<file path="src/rtl/timer_counter.sv">
// Prescaled up/down timer counter with parallel load and registered wrap pulses.
// Feeds counter_value to the downstream overflow/underflow compare stage.
module timer_counter #(
  parameter int unsigned WIDTH = 8,
  parameter int unsigned PSC_W = 4
) (
  input  logic             PCLK,
  input  logic             PRESET,
  input  logic [7:0]       reg_TCR,
  input  logic [WIDTH-1:0] reg_TDR,
  output logic [WIDTH-1:0] counter_value,
  output logic             cnt_tick,
  output logic             ovf_evt,
  output logic             udf_evt
);

  logic             load_c;
  logic             down_c;
  logic             enable_c;
  logic [PSC_W-1:0] mask_c;
  logic             tick_c;
  logic             unused_tcr_c;

  logic [PSC_W-1:0] psc_q,      psc_d;
  logic [WIDTH-1:0] cnt_q,      cnt_d;
  logic             cnt_tick_q, cnt_tick_d;
  logic             ovf_q,      ovf_d;
  logic             udf_q,      udf_d;

  assign load_c       = reg_TCR[7];
  assign down_c       = reg_TCR[5];
  assign enable_c     = reg_TCR[4];
  assign unused_tcr_c = ^{reg_TCR[6], reg_TCR[3:2]};

  // Clock select 0..3 gives mask 1,3,7,15 (division 2,4,8,16).
  assign mask_c = PSC_W'((32'd2 << reg_TCR[1:0]) - 32'd1);
  assign tick_c = enable_c & ~load_c & ((psc_q & mask_c) == mask_c);

  always_comb begin
    psc_d      = psc_q + PSC_W'(1);
    cnt_d      = cnt_q;
    cnt_tick_d = 1'b0;
    ovf_d      = 1'b0;
    udf_d      = 1'b0;

    if (load_c || !enable_c) begin
      psc_d = '0;
    end

    // Load suppresses counting and never produces pulses.
    if (load_c) begin
      cnt_d = reg_TDR;
    end else if (tick_c) begin
      cnt_tick_d = 1'b1;
      if (down_c) begin
        cnt_d = cnt_q - WIDTH'(1);
        udf_d = (cnt_q == '0);
      end else begin
        cnt_d = cnt_q + WIDTH'(1);
        ovf_d = (cnt_q == {WIDTH{1'b1}});
      end
    end
  end

  always_ff @(posedge PCLK) begin
    if (PRESET) begin
      psc_q      <= '0;
      cnt_q      <= '0;
      cnt_tick_q <= 1'b0;
      ovf_q      <= 1'b0;
      udf_q      <= 1'b0;
    end else begin
      psc_q      <= psc_d;
      cnt_q      <= cnt_d;
      cnt_tick_q <= cnt_tick_d;
      ovf_q      <= ovf_d;
      udf_q      <= udf_d;
    end
  end

  assign counter_value = cnt_q;
  assign cnt_tick      = cnt_tick_q;
  assign ovf_evt       = ovf_q;
  assign udf_evt       = udf_q;

endmodule

</file>
<file path="config.mk">
export PLATFORM = sky130hd
export DESIGN_NAME = timer_counter
export DESIGN_NICKNAME = d
export VERILOG_FILES = /design/src/rtl/timer_counter.sv
export SDC_FILE = /design/constraint.sdc
export NUM_CORES = 1
export LEC_CHECK = 0
export CORE_MARGIN = 3
export CORE_UTILIZATION = 45
export CTS_BUF_LIST = sky130_fd_sc_hd__clkbuf_4
export DETAILED_ROUTE_END_ITERATION = 12
export GPL_ROUTABILITY_DRIVEN = 0
export GPL_TIMING_DRIVEN = 1
export HOLD_SLACK_MARGIN = 0.06
export PLACE_DENSITY = 0.77
export SLEW_MARGIN = 10
export SYNTH_ARGS = -nofsm -noshare
export SYNTH_HDL_FRONTEND = slang
export SYNTH_SLANG_ARGS = --single-unit
</file>
<file path="constraint.sdc">
create_clock -name PCLK -period 2.9 [get_ports PCLK]
set_input_delay 0.725 -clock PCLK [delete_from_list [all_inputs] [get_ports PCLK]]
set_output_delay 0.725 -clock PCLK [all_outputs]
set_load 0.005 [all_outputs]
</file>
==> results of run 1 <==
worst max-delay path, delay by kind of cell:
| family | cells | cell delay, ns |
|---|---|---|
| AND/OR/NAND/NOR | 1 | 0.16 |
| adder cells (fa/ha/maj) | 1 | 0.28 |
| AO/OA/AOI/OAI | 4 | 0.90 |
| buffers and inverters | 2 | 0.62 |
per-layer routing:
layer / GRT usage / share of wire / up-vias / wire length, µm
met5: 0 / 0 / - / 0
met4: 0.105 / 0.023 / 0 / 50
met3: 0.0201 / 0.044 / 5 / 96
met2: 0.305 / 0.47 / 27 / 1040
met1: 0.228 / 0.46 / 431 / 1010
li1: - / - / 463 / -
cell type report:
| class | count | area, µm² |
|---|---|---|
| clock buffers | 4 | 30.0 |
| fillers | 154 | 578 |
| inverters | 7 | 26.3 |
| multi-input cells | 84 | 604 |
| flip-flops and latches | 15 | 300 |
| well taps | 25 | 31.3 |
| repair buffers | 30 | 288 |
registers in the layout, summed over array words and instances (netlist names):
signal,cells
cnt_tick,1
counter_value,8
udf_evt,1
ovf_evt,1
psc_q,4
how the worst max path moves through the flow:
| stage | slack (ns) | from | to | cells past startpoint |
|---|---|---|---|---|
| final | 0.36 | reg_TCR[5] | counter_value[7]$_SDFFE_PP0P_ | 8 |
| after global routing | 0.24 | reg_TCR[5] | counter_value[6]$_SDFFE_PP0P_ | 8 |
| after CTS | 0.40 | reg_TCR[5] | counter_value[7]$_SDFFE_PP0P_ | 8 |
| after detailed placement | 0.09 | reg_TCR[5] | counter_value[7]$_SDFFE_PP0P_ | 8 |
| after global placement | 0.12 | reg_TCR[5] | counter_value[7]$_SDFFE_PP0P_ | 8 |
| after floorplan | 0.78 | reg_TCR[5] | counter_value[6]$_SDFFE_PP0P_ | 7 |
power by group through the flow:
stage	clock network, mW	registers (mW)	logic [mW]
2_1_floorplan	0	0.226	0.0622
3_3_place_gp	0	0.227	0.110
3_5_place_dp	0	0.227	0.114
4_1_cts	0.133	0.223	0.114
5_1_grt	0.140	0.225	0.128
6_report	0.129	0.223	0.114
synth_stat cells (2+ instances only):
master     n  area (µm²)
a21o_1     2        15.0
a21oi_1    3        15.0
a31oi_1    3        18.8
clkbuf_1   2        7.51
dfxtp_1   15         300
ha_1       7        87.6
inv_1      7        26.3
nand2_1   11        41.3
nand2b_1   4        25.0
nand3_1    3        15.0
nor2_1    11        41.3
nor3_1     3        15.0
nor4_1     2        12.5
o221ai_1   2        17.5
or3b_1     2        17.5
or3b_2     2        17.5
or4b_1     2        20.0
xnor2_1    2        17.5
xor2_1     3        26.3
kinds of logic (layout without fill, tap and decap cells):
kind of cell / Yosys count / count (layout) / share of synthesized area
AND/OR/NAND/NOR: 47 / 47 / 0.281
AO/OA/AOI/OAI: 23 / 23 / 0.186
flip-flops: 15 / 15 / 0.316
buffers and inverters: 10 / 41 / 0.0474
adder cells (fa/ha/maj): 8 / 8 / 0.113
XOR/XNOR: 5 / 5 / 0.0461
multiplexers: 1 / 1 / 0.0105
through the flow:
stage / instance area (µm²) / power (mW)
2_1_floorplan: 950 / 0.288
3_3_place_gp: 1250 / 0.337
3_5_place_dp: 1250 / 0.341
4_1_cts: 1280 / 0.470
5_1_grt: 1280 / 0.493
6_report: 1280 / 0.466
==> flow_metrics.py, run 1 <==
metrics = {
    "setup_path": {
        "cp_cell_sequence": "clkdlybuf4s50_1 > buf_4 > ha_1 > a211oi_1 > o31ai_1 > a31oi_1 > nand4bb_1 > o211ai_1",
        "endpoint_kind": "register",
        "cpPeakStageDelay_ns": 0.45,
        "critPathMaxFanout": 4,
        "r2r_slack_ns": 0.96,
        "crit_slowest_cell": "clkdlybuf4s50_1",
        "reg2reg_from": "counter_value[0]$_SDFFE_PP0P_",
        "reg2regPathDepth": 7,
        "cp-start-kind": "primary input",
        "cp.required_ns": 3.06,
        "worstReg2RegEnd": "counter_value[6]$_SDFFE_PP0P_",
        "worstPathArrival_ns": 2.70,
        "path_class": "in -> reg",
    },
    "power": {
        "p_int_mw": 0.340,
        "p_seq_frac": 0.478,
        "pwr_density_cell_nw_per_um2": 364,
        "clkPwrFrac": 0.276,
        "power_switching_mw": 0.126,
        "p_comb_frac": 0.245,
        "switching_share": 0.270,
        "p_leak_nw": 0.511,
        "peakVddDrop_uv": 176,
    },
    "synthesis": {
        "yosysUniqueCellTypes": 42,
        "async_flop_share": 0,
        "synth_area_per_cell_um2": 8.71,
        "synth_edf_count": 0,
        "mappedNetlistNets": 135,
        "synth_ff_type": "dfxtp_1",
        "synth_warnings": 0,
        "syn_area_um2": 950,
        "ys_seq_area_frac": 0.316,
        "ys_seq_elements": 15,
        "synth_cells": 109,
    },
    "sta": {
        "max_freq_mhz": 394,
        "fin_crit_sh": 0.876,
        "hold_slack_ns": 0.483,
        "final.setup.tns_ns": 0,
        "hold_viol_final": 0,
        "min_period_ns": 2.54,
        "worst_pin_slew_ns": 0.492,
        "drv_slew": 0,
        "grt_setup_unrepaired": "false",
        "slew-limit-headroom": 0.671,
        "fin_ws_ns": 0.360,
        "clock_skew_ns": 0.00471,
        "setup_violations": 0,
    },
    "cells_and_area": {
        "drive_gt1_frac": 0.107,
        "antenna_cells": 0,
        "stdcell_count": 165,
        "utilization": 0.689,
        "mostFrequentLayoutCell": "clkdlybuf4s50_1",
        "mostFrequentLayoutCells": "25 x clkdlybuf4s50_1, 15 x dfxtp_1, 11 x nand2_1, 11 x nor2_1",
        "area_growth_pct": 34.8,
        "layout.nets": 167,
    },
    "clock_network": {
        "clkSinkCount": 15,
        "clk_pin_slew_ns": 0.08,
        "worst_skew_pair.late_latency_ns": 0.28,
        "cts_tree": "yes",
        "cts_buffers": 3,
        "cts_root_buf": "clkbuf_4",
        "cts_buffer_depth": 2,
        "cts_resized": 0,
        "postCtsHoldBufs": 0,
        "h-tree-depth": 1,
        "postCtsSetupBuffers": 0,
    },
    "placed_design": {
        "place_ws_ns": 0.0882,
        "dp_hpwl_um": 1700,
        "io_buffers": 25,
        "place_inst": 161,
    },
    "worst_hold_path": {
        "hold_depth": 1,
        "hold_class": "reg -> reg",
        "holdPathEnd": "psc_q[0]$_SDFF_PP0_",
        "hp-start": "psc_q[0]$_SDFF_PP0_",
    },
    "die": {
        "fp.dieW_um": 51.9,
        "fp.coreArea_um2": 1860,
        "die_area_um2": 2700,
        "num_rows": 15,
        "fp.dieH_um": 51.9,
        "initial_core_util": 0.511,
        "ioPinCount": 29,
    },
    "routing": {
        "vias_per_cell": 5.61,
        "drc": 0,
        "vias": 926,
        "ant_nets": 0,
        "first_iter_violations": 12,
        "wl_per_cell_um": 13.3,
        "wl_um": 2200,
        "first_pass_iters": 4,
    },
    "job": {
        "max_cap_violations": 0,
    },
    "outcome": {
        "outcome": "complete, no violations",
    },
    "global_route": {
        "grt-ovfl-total": 0,
        "grt_max_degree": 18,
        "grt_pass1_wl_um": 3660,
        "first_global_vias": 854,
        "grt_usage": 0.184,
        "antenna_found_initial": 0,
    },
}
Power figures use the tool's default switching activity.
==> run 2, diff against run 1 <==
- GPL_ROUTABILITY_DRIVEN: 0 -> unset
- REMOVE_ABC_BUFFERS: unset -> 1
- clock period: 2.9 -> 2.61 ns (I/O delays scaled with it)
==> flow_metrics.py, run 2 (synthesis results as in run 1) <==
metrics = {
    "die": {
        "fp.dieH_um": 51.9,
        "initial_core_util": 0.511,
        "fp.coreArea_um2": 1860,
        "num_rows": 15,
        "die_area_um2": 2700,
        "fp.dieW_um": 51.9,
        "ioPinCount": 29,
    },
    "sta": {
        "drv_slew": 0,
        "max_freq_mhz": 401,
        "final.setup.tns_ns": 0,
        "grt_setup_unrepaired": "false",
        "fin_ws_ns": 0.119,
        "fin_crit_sh": 0.954,
        "hold_viol_final": 0,
        "min_period_ns": 2.49,
        "slew-limit-headroom": 0.670,
        "clock_skew_ns": 0.00752,
        "worst_pin_slew_ns": 0.496,
        "setup_violations": 0,
    },
    "placed_design": {
        "place_ws_ns": -0.213,
        "dp_hpwl_um": 1740,
        "gp_congestion": 0.874,
        "placed_cell_area_um2": 1300,
        "io_buffers": 25,
    },
    "clock_network": {
        "clk_pin_slew_ns": 0.09,
        "postCtsSetupBuffers": 0,
        "cts_buffer_depth": 2,
        "h-tree-depth": 1,
        "cts_resized": 0,
        "cts_root_buf": "clkbuf_4",
        "postCtsHoldBufs": 0,
        "cts_buffers": 3,
        "clkSinkCount": 15,
        "worst_skew_pair.late_latency_ns": 0.30,
        "cts_tree": "yes",
    },
    "setup_path": {
        "cp-start-kind": "primary input",
        "cp_cell_sequence": "clkdlybuf4s50_1 > buf_4 > ha_1 > a211oi_1 > o31ai_1 > a31oi_1 > nand4bb_1 > o211ai_1",
        "path_class": "in -> reg",
        "worstPathArrival_ns": 2.66,
        "endpoint_kind": "register",
        "crit_slowest_cell": "clkdlybuf4s50_1",
        "cpPeakStageDelay_ns": 0.44,
        "critPathMaxFanout": 7,
        "cp.required_ns": 2.77,
    },
    "cells_and_area": {
        "design_area_um2": 1330,
        "drive_gt1_frac": 0.150,
        "layout.nets": 174,
        "largest_reg_flops": 8,
        "antenna_cells": 0,
        "mostFrequentLayoutCells": "25 x clkdlybuf4s50_1, 15 x dfxtp_1, 12 x buf_4",
        "mostFrequentLayoutCell": "clkdlybuf4s50_1",
        "area_growth_pct": 40.1,
    },
    "routing": {
        "vias": 933,
        "ant_nets": 0,
        "vias_per_cell": 5.42,
        "first_pass_iters": 4,
        "first_iter_violations": 7,
        "wl_um": 2250,
        "drc": 0,
        "wl_per_cell_um": 13.1,
    },
    "global_route": {
        "grt-ovfl-total": 0,
        "grt_pass1_wl_um": 3780,
        "met3_usage": 0.0287,
        "grt_busiest_layer": "met2",
        "grt_usage": 0.192,
        "use_met1": 0.223,
        "use_met2": 0.312,
        "antenna_found_initial": 0,
        "grt_max_degree": 16,
        "first_global_vias": 893,
    },
    "power": {
        "peakVddDrop_uv": 248,
        "pwr_density_cell_nw_per_um2": 396,
        "p_leak_nw": 0.544,
    },
    "outcome": {
        "outcome": "complete, no violations",
    },
    "worst_hold_path": {
        "hold_class": "reg -> reg",
    },
    "job": {
        "max_cap_violations": 0,
    },
}
run 2: cell count changes in the layout (fill, tap and decap cells not counted), sizes merged:
cell / change
buf: +7
clkbuf: -1
clkinv: +1
run 2: through the flow:
stage	cells	power [mW]	hold slack, ns	util
2_1_floorplan	106	0.316	0.430	-
3_3_place_gp	168	0.388	0.447	0.701
3_5_place_dp	168	0.392	0.454	0.701
4_1_cts	172	0.530	0.475	0.716
5_1_grt	172	0.556	0.521	0.716
6_report	172	0.527	0.468	0.716
run 2: final timing paths:
| check | startpoint | slack [ns] | end | depth (start not counted) |
|---|---|---|---|---|
| worst min-delay path | psc_q[0]$_SDFF_PP0_ | 0.47 | psc_q[0]$_SDFF_PP0_ | 1 |
| worst min register to register | psc_q[0]$_SDFF_PP0_ | 0.47 | psc_q[0]$_SDFF_PP0_ | 1 |
| worst max-delay path | reg_TCR[5] | 0.12 | counter_value[7]$_SDFFE_PP0P_ | 8 |
| worst max register to register | counter_value[0]$_SDFFE_PP0P_ | 0.67 | counter_value[6]$_SDFFE_PP0P_ | 7 |
run 2: critical path: cells and delay by family:
family / cells / cell delay, ns
AOI/OAI and AO/OA: 4 / 0.91
buffers and inverters: 2 / 0.62
adders and majority gates: 1 / 0.30
and+or+nand+nor: 1 / 0.18
run 2: per-layer routing:
layer / wire, µm / vias up
met5: 0 / -
met2: 1000 / 25
met3: 120 / 7
li1: - / 482
met4: 76 / 0
met1: 1050 / 419
run 2: report_power, final:
| part | internal (mW) | leakage (nW) | switching [mW] |
|---|---|---|---|
| combinational | 0.0816 | 0.404 | 0.0578 |
| clock | 0.0571 | 0.0177 | 0.0825 |
| sequential | 0.237 | 0.123 | 0.0108 |
| total | 0.376 | 0.544 | 0.151 |
run 2: layout make-up:
| cell class | count | area, µm² |
|---|---|---|
| fill | 132 | 528 |
| inverter | 7 | 26.3 |
| clock inverter | 1 | 5.00 |
| timing repair buffer | 37 | 340 |
| sequential | 15 | 300 |
| tap | 25 | 31.3 |
| clock buffer | 3 | 22.5 |
| multi-input combinational | 84 | 604 |
